**src/rtl/uart_mmio_if.sv**
```systemverilog
`default_nettype none
// ============================================================================
//  Module      : uart_mmio_if
//  Description : CPU-side bus bundle for the memory-mapped UART: chip
//                selects, read/write strobes and the 32-bit data paths.
//                The master modport is the CPU/decoder side and the slave
//                modport is the peripheral side.
//  Revision    : 1.0  initial release
// ============================================================================
interface uart_mmio_if;
   logic        CE_UART;     // data register select (0x500)
   logic        CE_SR;       // status register select (0x504)
   logic        UART_WR;     // write strobe
   logic        UART_RD;     // read strobe
   logic [31:0] WriteData;   // CPU store data, [7:0] used
   logic [31:0] ReadData;    // combinational read data

   modport master (
      output CE_UART,
      output CE_SR,
      output UART_WR,
      output UART_RD,
      output WriteData,
      input  ReadData
   );

   modport slave (
      input  CE_UART,
      input  CE_SR,
      input  UART_WR,
      input  UART_RD,
      input  WriteData,
      output ReadData
   );
endinterface
`default_nettype wire

```
**src/rtl/uart_mmio.sv**
```systemverilog
`default_nettype none
// ============================================================================
//  Module      : uart_mmio
//  Description : Memory-mapped 8N1 UART. Write to the data register queues
//                a byte for transmission, read of the data register pops the
//                received byte, read of the status register returns
//                {FRAME_ERR, OVERRUN, TX_BUSY, TX_READY, RX_VALID} and clears
//                the two error flags. Baud-timed TX FSM, mid-bit sampling RX
//                FSM behind a 2-flop synchronizer.
//  Options     : UART_TX_FIFO_EN defined   -> TX buffer is a TX_FIFO_DEPTH
//                                             entry circular FIFO
//                UART_TX_FIFO_EN undefined -> single-byte holding register
//  Revision    : 1.0  initial release
// ============================================================================
module uart_mmio #(
   parameter int CLKS_PER_BIT  = 868,   // clocks per UART bit, 4 or more
   parameter int TX_FIFO_DEPTH = 8      // power of two, FIFO build only
) (
   input  wire logic    clk,
   input  wire logic    rst_n,
   uart_mmio_if.slave   bus,
   output logic         TxD,
   input  wire logic    RxD
);

   // -------------------------------------------------------------------------
   // Constants
   // -------------------------------------------------------------------------
   localparam int             c_cw        = $clog2(CLKS_PER_BIT + 1);
   localparam logic [c_cw-1:0] c_bit_last  = c_cw'(CLKS_PER_BIT - 1);
   localparam logic [c_cw-1:0] c_half_last = c_cw'(CLKS_PER_BIT / 2 - 1);
   localparam logic [c_cw-1:0] c_cnt_zero  = '0;
   localparam logic [c_cw-1:0] c_cnt_one   = c_cw'(1);

   typedef enum logic [1:0] {
      TX_IDLE  = 2'd0,
      TX_START = 2'd1,
      TX_DATA  = 2'd2,
      TX_STOP  = 2'd3
   } tx_state_t;

   typedef enum logic [1:0] {
      RX_IDLE  = 2'd0,
      RX_START = 2'd1,
      RX_DATA  = 2'd2,
      RX_STOP  = 2'd3
   } rx_state_t;

   // -------------------------------------------------------------------------
   // Bus decode
   // -------------------------------------------------------------------------
   logic w_data_wr;
   logic w_data_rd;
   logic w_sr_rd;
   logic w_unused;

   assign w_data_wr = bus.CE_UART & bus.UART_WR;
   assign w_data_rd = bus.CE_UART & bus.UART_RD;
   assign w_sr_rd   = bus.CE_SR   & bus.UART_RD;
   assign w_unused  = ^bus.WriteData[31:8];

   // -------------------------------------------------------------------------
   // TX buffer (FIFO or single holding register)
   // -------------------------------------------------------------------------
   logic       w_buf_full;
   logic       w_buf_empty;
   logic [7:0] w_buf_data;
   logic       w_tx_push;
   logic       w_tx_pop;

   // Fullness is judged before any same-cycle pop, so a write into a full
   // buffer is dropped even if the transmitter frees a slot on that edge.
   assign w_tx_push = w_data_wr & ~w_buf_full;

`ifdef UART_TX_FIFO_EN
   localparam int c_aw = $clog2(TX_FIFO_DEPTH);

   logic [7:0]  r_fifo [TX_FIFO_DEPTH];
   logic [c_aw:0] r_wptr;
   logic [c_aw:0] r_rptr;

   // Extra pointer bit distinguishes full (MSBs differ) from empty (equal).
   assign w_buf_empty = (r_wptr == r_rptr);
   assign w_buf_full  = (r_wptr[c_aw] != r_rptr[c_aw]) &&
                        (r_wptr[c_aw-1:0] == r_rptr[c_aw-1:0]);
   assign w_buf_data  = r_fifo[r_rptr[c_aw-1:0]];

   // FIFO storage: written on accepted pushes, never reset.
   always_ff @(posedge clk) begin
      if (w_tx_push) begin
         r_fifo[r_wptr[c_aw-1:0]] <= bus.WriteData[7:0];
      end
   end

   // Wrapping read/write pointers.
   always_ff @(posedge clk) begin
      if (!rst_n) begin
         r_wptr <= '0;
         r_rptr <= '0;
      end else begin
         if (w_tx_push) begin
            r_wptr <= r_wptr + (c_aw+1)'(1);
         end
         if (w_tx_pop) begin
            r_rptr <= r_rptr + (c_aw+1)'(1);
         end
      end
   end
`else
   localparam int c_unused_depth = TX_FIFO_DEPTH;

   logic       r_hold_valid;
   logic [7:0] r_hold_data;

   assign w_buf_empty = ~r_hold_valid;
   assign w_buf_full  = r_hold_valid;
   assign w_buf_data  = r_hold_data;

   // Single-byte holding register; push and pop are mutually exclusive
   // because push needs it empty and pop needs it full.
   always_ff @(posedge clk) begin
      if (!rst_n) begin
         r_hold_valid <= 1'b0;
         r_hold_data  <= 8'h00;
      end else if (w_tx_push) begin
         r_hold_valid <= 1'b1;
         r_hold_data  <= bus.WriteData[7:0];
      end else if (w_tx_pop) begin
         r_hold_valid <= 1'b0;
      end
   end
`endif

   // -------------------------------------------------------------------------
   // Transmitter
   // -------------------------------------------------------------------------
   tx_state_t       r_tx_state;
   logic [c_cw-1:0] r_tx_cnt;
   logic [7:0]      r_tx_shift;
   logic [2:0]      r_tx_bit;
   logic            r_txd;

   // A byte leaves the buffer when a new frame begins: from IDLE, or straight
   // out of the last cycle of a stop bit for gap-free back-to-back frames.
   assign w_tx_pop = ~w_buf_empty &
                     ((r_tx_state == TX_IDLE) ||
                      ((r_tx_state == TX_STOP) && (r_tx_cnt == c_cnt_zero)));

   assign TxD = r_txd;

   // TX FSM: each line state held for CLKS_PER_BIT cycles by a down-counter.
   always_ff @(posedge clk) begin
      if (!rst_n) begin
         r_tx_state <= TX_IDLE;
         r_tx_cnt   <= c_cnt_zero;
         r_tx_shift <= 8'h00;
         r_tx_bit   <= 3'd0;
         r_txd      <= 1'b1;
      end else begin
         case (r_tx_state)
            TX_IDLE: begin
               r_txd <= 1'b1;
               if (!w_buf_empty) begin
                  r_tx_state <= TX_START;
                  r_tx_cnt   <= c_bit_last;
                  r_tx_shift <= w_buf_data;
                  r_txd      <= 1'b0;
               end
            end
            TX_START: begin
               if (r_tx_cnt == c_cnt_zero) begin
                  r_tx_state <= TX_DATA;
                  r_tx_cnt   <= c_bit_last;
                  r_tx_bit   <= 3'd0;
                  r_txd      <= r_tx_shift[0];
               end else begin
                  r_tx_cnt <= r_tx_cnt - c_cnt_one;
               end
            end
            TX_DATA: begin
               if (r_tx_cnt == c_cnt_zero) begin
                  r_tx_cnt <= c_bit_last;
                  if (r_tx_bit == 3'd7) begin
                     r_tx_state <= TX_STOP;
                     r_txd      <= 1'b1;
                  end else begin
                     r_tx_bit   <= r_tx_bit + 3'd1;
                     r_tx_shift <= {1'b0, r_tx_shift[7:1]};
                     r_txd      <= r_tx_shift[1];
                  end
               end else begin
                  r_tx_cnt <= r_tx_cnt - c_cnt_one;
               end
            end
            TX_STOP: begin
               if (r_tx_cnt == c_cnt_zero) begin
                  if (!w_buf_empty) begin
                     r_tx_state <= TX_START;
                     r_tx_cnt   <= c_bit_last;
                     r_tx_shift <= w_buf_data;
                     r_txd      <= 1'b0;
                  end else begin
                     r_tx_state <= TX_IDLE;
                  end
               end else begin
                  r_tx_cnt <= r_tx_cnt - c_cnt_one;
               end
            end
            default: begin
               r_tx_state <= TX_IDLE;
               r_txd      <= 1'b1;
            end
         endcase
      end
   end

   // -------------------------------------------------------------------------
   // Receiver
   // -------------------------------------------------------------------------
   logic            r_rx_s1;
   logic            r_rx_s2;
   logic            r_rx_s3;
   rx_state_t       r_rx_state;
   logic [c_cw-1:0] r_rx_cnt;
   logic [7:0]      r_rx_shift;
   logic [2:0]      r_rx_bit;
   logic            r_rx_commit;
   logic            r_rx_stop_bit;

   // Two-flop synchronizer plus one history flop for falling-edge detection;
   // all idle high so reset never looks like a start bit.
   always_ff @(posedge clk) begin
      if (!rst_n) begin
         r_rx_s1 <= 1'b1;
         r_rx_s2 <= 1'b1;
         r_rx_s3 <= 1'b1;
      end else begin
         r_rx_s1 <= RxD;
         r_rx_s2 <= r_rx_s1;
         r_rx_s3 <= r_rx_s2;
      end
   end

   // RX FSM: half-bit wait to centre on the start bit, then whole-bit steps.
   // The stop sample is handed to the flag logic one cycle later.
   always_ff @(posedge clk) begin
      if (!rst_n) begin
         r_rx_state    <= RX_IDLE;
         r_rx_cnt      <= c_cnt_zero;
         r_rx_shift    <= 8'h00;
         r_rx_bit      <= 3'd0;
         r_rx_commit   <= 1'b0;
         r_rx_stop_bit <= 1'b0;
      end else begin
         r_rx_commit <= 1'b0;
         case (r_rx_state)
            RX_IDLE: begin
               if (r_rx_s3 && !r_rx_s2) begin
                  r_rx_state <= RX_START;
                  r_rx_cnt   <= c_half_last;
               end
            end
            RX_START: begin
               if (r_rx_cnt == c_cnt_zero) begin
                  if (r_rx_s2) begin
                     r_rx_state <= RX_IDLE;        // glitch, not a start bit
                  end else begin
                     r_rx_state <= RX_DATA;
                     r_rx_cnt   <= c_bit_last;
                     r_rx_bit   <= 3'd0;
                  end
               end else begin
                  r_rx_cnt <= r_rx_cnt - c_cnt_one;
               end
            end
            RX_DATA: begin
               if (r_rx_cnt == c_cnt_zero) begin
                  r_rx_shift <= {r_rx_s2, r_rx_shift[7:1]};
                  r_rx_cnt   <= c_bit_last;
                  if (r_rx_bit == 3'd7) begin
                     r_rx_state <= RX_STOP;
                  end else begin
                     r_rx_bit <= r_rx_bit + 3'd1;
                  end
               end else begin
                  r_rx_cnt <= r_rx_cnt - c_cnt_one;
               end
            end
            RX_STOP: begin
               if (r_rx_cnt == c_cnt_zero) begin
                  r_rx_commit   <= 1'b1;
                  r_rx_stop_bit <= r_rx_s2;
                  r_rx_state    <= RX_IDLE;
               end else begin
                  r_rx_cnt <= r_rx_cnt - c_cnt_one;
               end
            end
            default: begin
               r_rx_state <= RX_IDLE;
            end
         endcase
      end
   end

   // -------------------------------------------------------------------------
   // RX data register and sticky flags
   // -------------------------------------------------------------------------
   logic       r_rx_valid;
   logic [7:0] r_rx_data;
   logic       r_overrun;
   logic       r_frame_err;

   // Clears from CPU reads come first so a same-cycle set overrides them; a
   // byte arriving while the old one is popped replaces it without overrun.
   always_ff @(posedge clk) begin
      if (!rst_n) begin
         r_rx_valid  <= 1'b0;
         r_rx_data   <= 8'h00;
         r_overrun   <= 1'b0;
         r_frame_err <= 1'b0;
      end else begin
         if (w_data_rd) begin
            r_rx_valid <= 1'b0;
         end
         if (w_sr_rd) begin
            r_overrun   <= 1'b0;
            r_frame_err <= 1'b0;
         end
         if (r_rx_commit) begin
            if (r_rx_stop_bit) begin
               if (!r_rx_valid || w_data_rd) begin
                  r_rx_data  <= r_rx_shift;
                  r_rx_valid <= 1'b1;
               end else begin
                  r_overrun <= 1'b1;
               end
            end else begin
               r_frame_err <= 1'b1;
            end
         end
      end
   end

   // -------------------------------------------------------------------------
   // Read mux
   // -------------------------------------------------------------------------
   logic [4:0] w_status;

   assign w_status = {r_frame_err,
                      r_overrun,
                      (r_tx_state != TX_IDLE) | ~w_buf_empty,
                      ~w_buf_full,
                      r_rx_valid};

   // Zero-latency read data, zero whenever no read strobe is active.
   always_comb begin
      bus.ReadData = 32'h0000_0000;
      if (w_data_rd) begin
         bus.ReadData = {24'h00_0000, r_rx_data};
      end else if (w_sr_rd) begin
         bus.ReadData = {27'h000_0000, w_status};
      end
   end

endmodule
`default_nettype wire

```
**src/flat_wrapper.sv**
```systemverilog
// flat-port wrapper written by rule: the top's interface ports become plain ports
module uart_mmio_flat 
#(
   parameter int CLKS_PER_BIT  = 868,                                    
   parameter int TX_FIFO_DEPTH = 8                                      
)
  (clk, rst_n, TxD, RxD, bus_CE_UART, bus_CE_SR, bus_UART_WR, bus_UART_RD, bus_WriteData, bus_ReadData);
  uart_mmio_if bus_i ();
  input  wire logic clk;
  input  wire logic rst_n;
  output logic TxD;
  input  wire logic RxD;
  input wire logic [$bits(bus_i.CE_UART)-1:0] bus_CE_UART;
  input wire logic [$bits(bus_i.CE_SR)-1:0] bus_CE_SR;
  input wire logic [$bits(bus_i.UART_WR)-1:0] bus_UART_WR;
  input wire logic [$bits(bus_i.UART_RD)-1:0] bus_UART_RD;
  input wire logic [$bits(bus_i.WriteData)-1:0] bus_WriteData;
  output wire logic [$bits(bus_i.ReadData)-1:0] bus_ReadData;
  assign bus_i.CE_UART = bus_CE_UART;
  assign bus_i.CE_SR = bus_CE_SR;
  assign bus_i.UART_WR = bus_UART_WR;
  assign bus_i.UART_RD = bus_UART_RD;
  assign bus_i.WriteData = bus_WriteData;
  assign bus_ReadData = bus_i.ReadData;
  uart_mmio #(.CLKS_PER_BIT(CLKS_PER_BIT), .TX_FIFO_DEPTH(TX_FIFO_DEPTH)) u_core (.clk(clk), .rst_n(rst_n), .bus(bus_i), .TxD(TxD), .RxD(RxD));
endmodule
```
**config.mk**
```make
export PLATFORM = sky130hd
export DESIGN_NAME = uart_mmio_flat
export DESIGN_NICKNAME = d
export VERILOG_FILES = /design/src/rtl/uart_mmio_if.sv /design/src/rtl/uart_mmio.sv /design/src/flat_wrapper.sv
export SDC_FILE = /design/constraint.sdc
export NUM_CORES = 1
export LEC_CHECK = 0
export CORE_UTILIZATION = 53
export CTS_CLUSTER_DIAMETER = 120
export DETAILED_ROUTE_END_ITERATION = 10
export GPL_TIMING_DRIVEN = 0
export PLACE_DENSITY = 0.79
export SLEW_MARGIN = 20
export SYNTH_ARGS = -nofsm -noshare
export SYNTH_HDL_FRONTEND = slang
export SYNTH_SLANG_ARGS = --single-unit
export TNS_END_PERCENT = 20
```
**constraint.sdc**
```tcl
create_clock -name clk -period 2.7 [get_ports clk]
set_clock_uncertainty 0.2 [all_clocks]
set_input_delay 0.54 -clock clk [delete_from_list [all_inputs] [get_ports clk]]
set_output_delay 0.54 -clock clk [all_outputs]
set_load 0.005 [all_outputs]
```
==> results of run 1 <==
final cells by class:
class,count,area [um2],share of cell area (%)
multi-input combinational,356,2315,49.68
sequential,72,1448,31.07
buffer,48,285.3,6.122
timing repair buffer,22,220.2,4.726
clock buffer,10,127.6,2.739
tap,99,123.9,2.658
inverter,19,71.32,1.531
clock inverter,6,68.82,1.477
critical path, cell delays in order:
cell and delay, ps:
clkdlybuf4s50_1 640, and3_1 220, clkdlybuf4s50_1 500
kinds of logic (layout without fill, tap and decap cells):
logic type      Yosys count  in the layout  synth area share [%]
flops                    72             72                 36.25
other cells               1             24               0.09431
simple gates            164            164                 21.99
fa+ha+maj                15             15                 4.720
mux                      22             22                 5.569
buf+inv                  67            105                 8.684
compound gates          131            131                 22.69
registers in the layout, summed over array words and instances (netlist names), 2 cells and up, named ones only:
name                flops
u_core.r_hold_data      8
u_core.r_rx_bit         3
u_core.r_rx_cnt        10
u_core.r_rx_data        8
u_core.r_rx_shift       8
u_core.r_tx_bit         3
u_core.r_tx_cnt        10
u_core.r_tx_shift       8
u_core.r_tx_state       2
power groups by stage:
stage	Combinational, W	Clock (W)	Sequential [W]
global route	0.00128	0.000909	0.00126
floorplan	0.000845	0	0.00124
CTS	0.00111	0.000862	0.00124
finish	0.00116	0.000852	0.00125
global placement	0.00108	0	0.00126
detailed placement	0.00109	0	0.00126
layer usage:
layer  up-vias  part of all wire, %  global-route usage [%]
li1       1803                    -                       -
met1      1736                   44                   30.98
met2        83                   50                   44.27
met3        17                  4.2                   5.317
met4         0                  1.5                   10.41
met5         -                    0                       0
path summary, 6_finish.rpt:
path                           start            endpoint  slack (ps)  cells after the start
setup / recovery         bus_UART_RD     bus_ReadData[7]          60                      3
hold / removal        u_core.r_rx_s1      u_core.r_rx_s2         210                      1
setup reg to reg  u_core.r_rx_cnt[0]  u_core.r_rx_cnt[9]         160                      7
hold reg to reg       u_core.r_rx_s1      u_core.r_rx_s2         210                      1
metrics by stage:
stage,area [um2],util (%),cells,power (W)
6_report,4659,64.24,632,0.003262
2_1_floorplan,4063,-,495,0.002084
5_1_grt,4659,64.24,632,0.003451
3_5_place_dp,4407,60.76,616,0.002359
3_3_place_gp,4407,60.76,616,0.002338
4_1_cts,4634,63.90,632,0.003216
layout by cell type (no fill, tap or decap), types with 5 or more instances in the layout:
| master | n |
|---|---|
| clkbuf_1 | 18 |
| nand2_1 | 48 |
| nor2b_1 | 9 |
| nand2b_1 | 7 |
| mux2i_1 | 21 |
| o21ai_0 | 10 |
| clkbuf_8 | 10 |
| conb_1 | 24 |
| clkdlybuf4s50_1 | 19 |
| nor3_1 | 10 |
| a21oi_1 | 42 |
| buf_4 | 24 |
| nor2_1 | 28 |
| inv_1 | 18 |
| o211ai_1 | 10 |
| a31oi_1 | 11 |
| or4_1 | 5 |
| nand3_1 | 20 |
| a22oi_1 | 5 |
| ha_1 | 14 |
| dfxtp_1 | 69 |
| a211oi_1 | 10 |
what timing repair did:
item                       4_1_cts  5_1_grt
setup buffers                    0        0
setup endpoints to repair        8       10
resized for setup               14        5
==> metrics, run 1 <==
Core Box Area=7253 um2; hold crit path type=flip-flop to flip-flop; element type at the critical path end=output pin; Mapped Area=3976 um2; Fill cells=615; Max Slew Vio Count=0; Via-to-Cell Ratio=5.758; gpl congestion=0.9199; I/O pin count=72; post-synthesis register bit count=72; Port Buffer Count=22; DRT Pass-1 Iters=5; worst slew pin tran=830.1 ps; final antenna-violating net count=0; fin nets=582; Pint=0.002024 W; via count=3,639; # diodes=0; die area=7853 um2; Rel. slew slack=44.20%; Combinational Power Share=35.6%; setup TNS=0 ps; antenna violations before repair=0; Commonest cells post-synth=dfxtp_1, nand2_1, a21oi_1; Root Buffer=clkbuf_8; DRT Wirelength=9465 um; Post-synth EDFFs=0; crit path DAT=1900 ps; Layout area overhead=17.18%; global-route wire length before repair=15,540 um; final hold violation count=0; post-DR wirelength/cell=14.98 um; Clk Latency, worst-skew pair=350 ps; Clock Sinks=72; leakage power=1.775 nW; post-synthesis sequential area ratio=36.25%; clk buf depth=2; Most used DFF post-synth=dfxtp_1; RSZ-0062 raised after global routing=false; CTS hold repair buffers=0; grt ovf=0; # setup viols final=0; Die W=88.62 um; synth top area cells=dfxtp_1, a21oi_1, mux2i_1, ha_1, buf_4; TritonCTS clock tree=done; sequential power share=38.3%; hold slack=212.4 ps; fin crit period=2637 ps; Pwr Density=700.0 nW/um2; part of the power in the clock network=26.1%; Post-route DRC=0; pin count of the biggest net entering global routing=14; clock slew at reported path FFs=70 ps; kind of critical path=input port to output pin; Yosys top cell by area=dfxtp_1; crit-path max FO=10; CP required=1960 ps; die extent in y=88.62 um; DP HPWL=6846 um; Yosys cell types=68; fmax=379.3 MHz; share of the synthesized area in the top cell type=36.25%; Syn. warnings=0; average size of a mapped cell=8.424 um2; initial detailed-routing violation count=176; peak supply drop=447.6 uV; Sw Share=37.93%; TritonCTS Buffers=9; startpoint types=input port; dpl ws=-249.7 ps; Mapped Cells=472; status=completed; max cap viols=0; all-layer global routing usage=25.59%; Final Cycle Share=97.65%; initial core utilization=54.82%; row count=31; proportion of layout cells with a drive suffix above 1=13.32%; htree depth=3; cell with the most instances after synthesis=dfxtp_1; ys async rst share=0%; Final Worst Setup Slack=63.36 ps; number of global-route vias before repair=3,459; Sw Pwr=0.001237 W
(Power assumes the default switching activity.)
==> inputs of run 2 (changes only) <==
Settings changed: ABC_CLOCK_PERIOD_IN_PS set to 2300, CORE_UTILIZATION 53 to 48, PLACE_DENSITY 0.79 to 0.75.
Clock period 2.7 ns to 2.3 ns, I/O delays scaled along.
==> run 2 against run 1 <==
  * Non-clock buffer count grew 5
  * Core utilization shrank 3.4 points
  * Clock power grew 26%
  * Cell count grew 1.1%
  * Design area grew 3.0%
  * Die area grew 10%
  * Power grew 24%
  * Routed wire length grew 3.4%
  * Combinational power grew 28%
  * Critical path depth grew 3
  * Sequential share of layout area shrank 0.78 points
  * Clock-buffer cell count shrank 1
  * Critical endpoint is now u_core.r_rx_cnt[0]
  * Largest power group is now combinational cells
==> metrics, run 2 (synthesis gave the netlist of run 1 again) <==
status=completed; Final Cycle Share=99.39%; # setup viols final=0; crit-path max FO=5; DRT Pass-1 Iters=4; fin crit period=2286 ps; Core Box Area=7888 um2; setup TNS=0 ps; # diodes=0; I/O pin count=72; RSZ-0062 raised after global routing=true; dpl cell area=4410 um2; Final Worst Setup Slack=13.93 ps; via count=3,703; Clock Sinks=72; Via-to-Cell Ratio=5.795; Fill cells=690; most frequent cells in the layout=dfxtp_1, nand2_1, a21oi_1; CTS hold repair buffers=0; CP required=2340 ps; row count=32; all-layer global routing usage=23.33%; leakage power=1.868 nW; registers with the most flip-flops=u_core.r_rx_cnt x10, u_core.r_tx_cnt x10; Layout area overhead=20.70%; Port Buffer Count=22; DP HPWL=6968 um; initial detailed-routing violation count=265; Root Buffer=clkbuf_8; pin count of the biggest net entering global routing=13; antenna violations before repair=0; grt ovf=0; R2R setup slack=10 ps; die area=8652 um2; RR Startpoint=u_core.r_rx_cnt[0]; Rel. slew slack=52.57%; number of global-route vias before repair=3,456; post-DR wirelength/cell=15.32 um; TritonCTS Buffers=9; crit path DAT=2330 ps; gpl congestion=0.9020; worst r2r path cells=6; clk buf depth=2; die extent in y=93.02 um; global-route wire length before repair=16,140 um; kind of critical path=flip-flop to flip-flop; Max Slew Vio Count=0; worst r2r dst=u_core.r_rx_cnt[0]; fmax=437.4 MHz; hold path start=u_core.r_rx_s1; initial core utilization=50.41%; clock slew at reported path FFs=70 ps; Post-route DRC=0; multi-input combinational cell area=2380 um2; Finished Core Util=60.85%; Seq. cell area=1454 um2; most common cell after layout, fill and taps aside=dfxtp_1; startpoint types=flip-flop; final antenna-violating net count=0; peak supply drop=454.0 uV; max cap viols=0; Pwr Density=840.3 nW/um2; TritonCTS clock tree=done; fin nets=587; final hold violation count=0; Final Instance Area=4800 um2; DRT Wirelength=9790 um; htree depth=3; element type at the critical path end=flip-flop; proportion of layout cells with a drive suffix above 1=18.06%; dpl ws=-540.5 ps; hold path endpoint=u_core.r_rx_s2; Clk Latency, worst-skew pair=340 ps; Hold Crit Depth=1; worst slew pin tran=704.0 ps; Die W=93.02 um; hold slack=208.9 ps; hold crit path type=flip-flop to flip-flop
[run 2: repair_timing]
action	in CTS	in global routing
endpoints found under the setup margin	41	30
buffers inserted	1	4
pin swaps	5	4
resized for setup	42	15
[run 2: where the power goes]
group          total (W)  internal, W  leakage, nW  switching (W)
Combinational    0.00149     0.000613         1.18       0.000873
Clock            0.00107     0.000600        0.101       0.000467
Sequential       0.00148      0.00135        0.588       0.000129
Total            0.00403      0.00256         1.87        0.00147
[run 2: critical path: stages (launching register included)]
cell,delay [ps]
dfxtp_2,350
inv_4,70
ha_4,140
or4b_4,530
or4_4,520
and4_4,200
o32ai_2,190
[run 2: worst max-delay path by stage]
| stage | from | endpoint | cells past startpoint |
|---|---|---|---|
| 3_5_place_dp | bus_CE_UART | bus_ReadData[2] | 5 |
| 2_1_floorplan | u_core.r_rx_cnt[0] | u_core.r_rx_cnt[0] | 6 |
| 4_1_cts | u_core.r_tx_state[1] | bus_ReadData[2] | 6 |
| 5_1_grt | u_core.r_tx_state[0] | u_core.TxD | 6 |
| 3_3_place_gp | bus_CE_UART | bus_ReadData[2] | 5 |
| 6_report | u_core.r_rx_cnt[0] | u_core.r_rx_cnt[0] | 6 |
[run 2: per-stage QoR]
stage	cells	total power, W
floorplan	495	0.002447
global placement	619	0.002748
detailed placement	619	0.002785
CTS	635	0.003955
global route	639	0.004256
finish	639	0.004033
[run 2: cell type report]
class / instances / share of cell area, %
sequential: 72 / 30.29
buffer: 48 / 6.230
clock buffer: 9 / 2.581
inverter: 19 / 1.538
tap: 102 / 2.659
multi-input combinational: 356 / 49.58
timing repair buffer: 27 / 5.344
clock inverter: 6 / 1.773
[run 2: per-layer routing]
metal	GRT usage [%]	up-vias	wire, um
met5	0	-	0
met4	7.436	0	131
met3	5.935	15	497
met2	39.64	118	4960
met1	28.79	1752	4200
li1	-	1818	-
==> inputs of run 3 (changes only) <==
Settings changed: CORE_MARGIN set to 1.
==> results of run 3 <==
No change in the layout: final DEF, timing and power equal those of run 2.
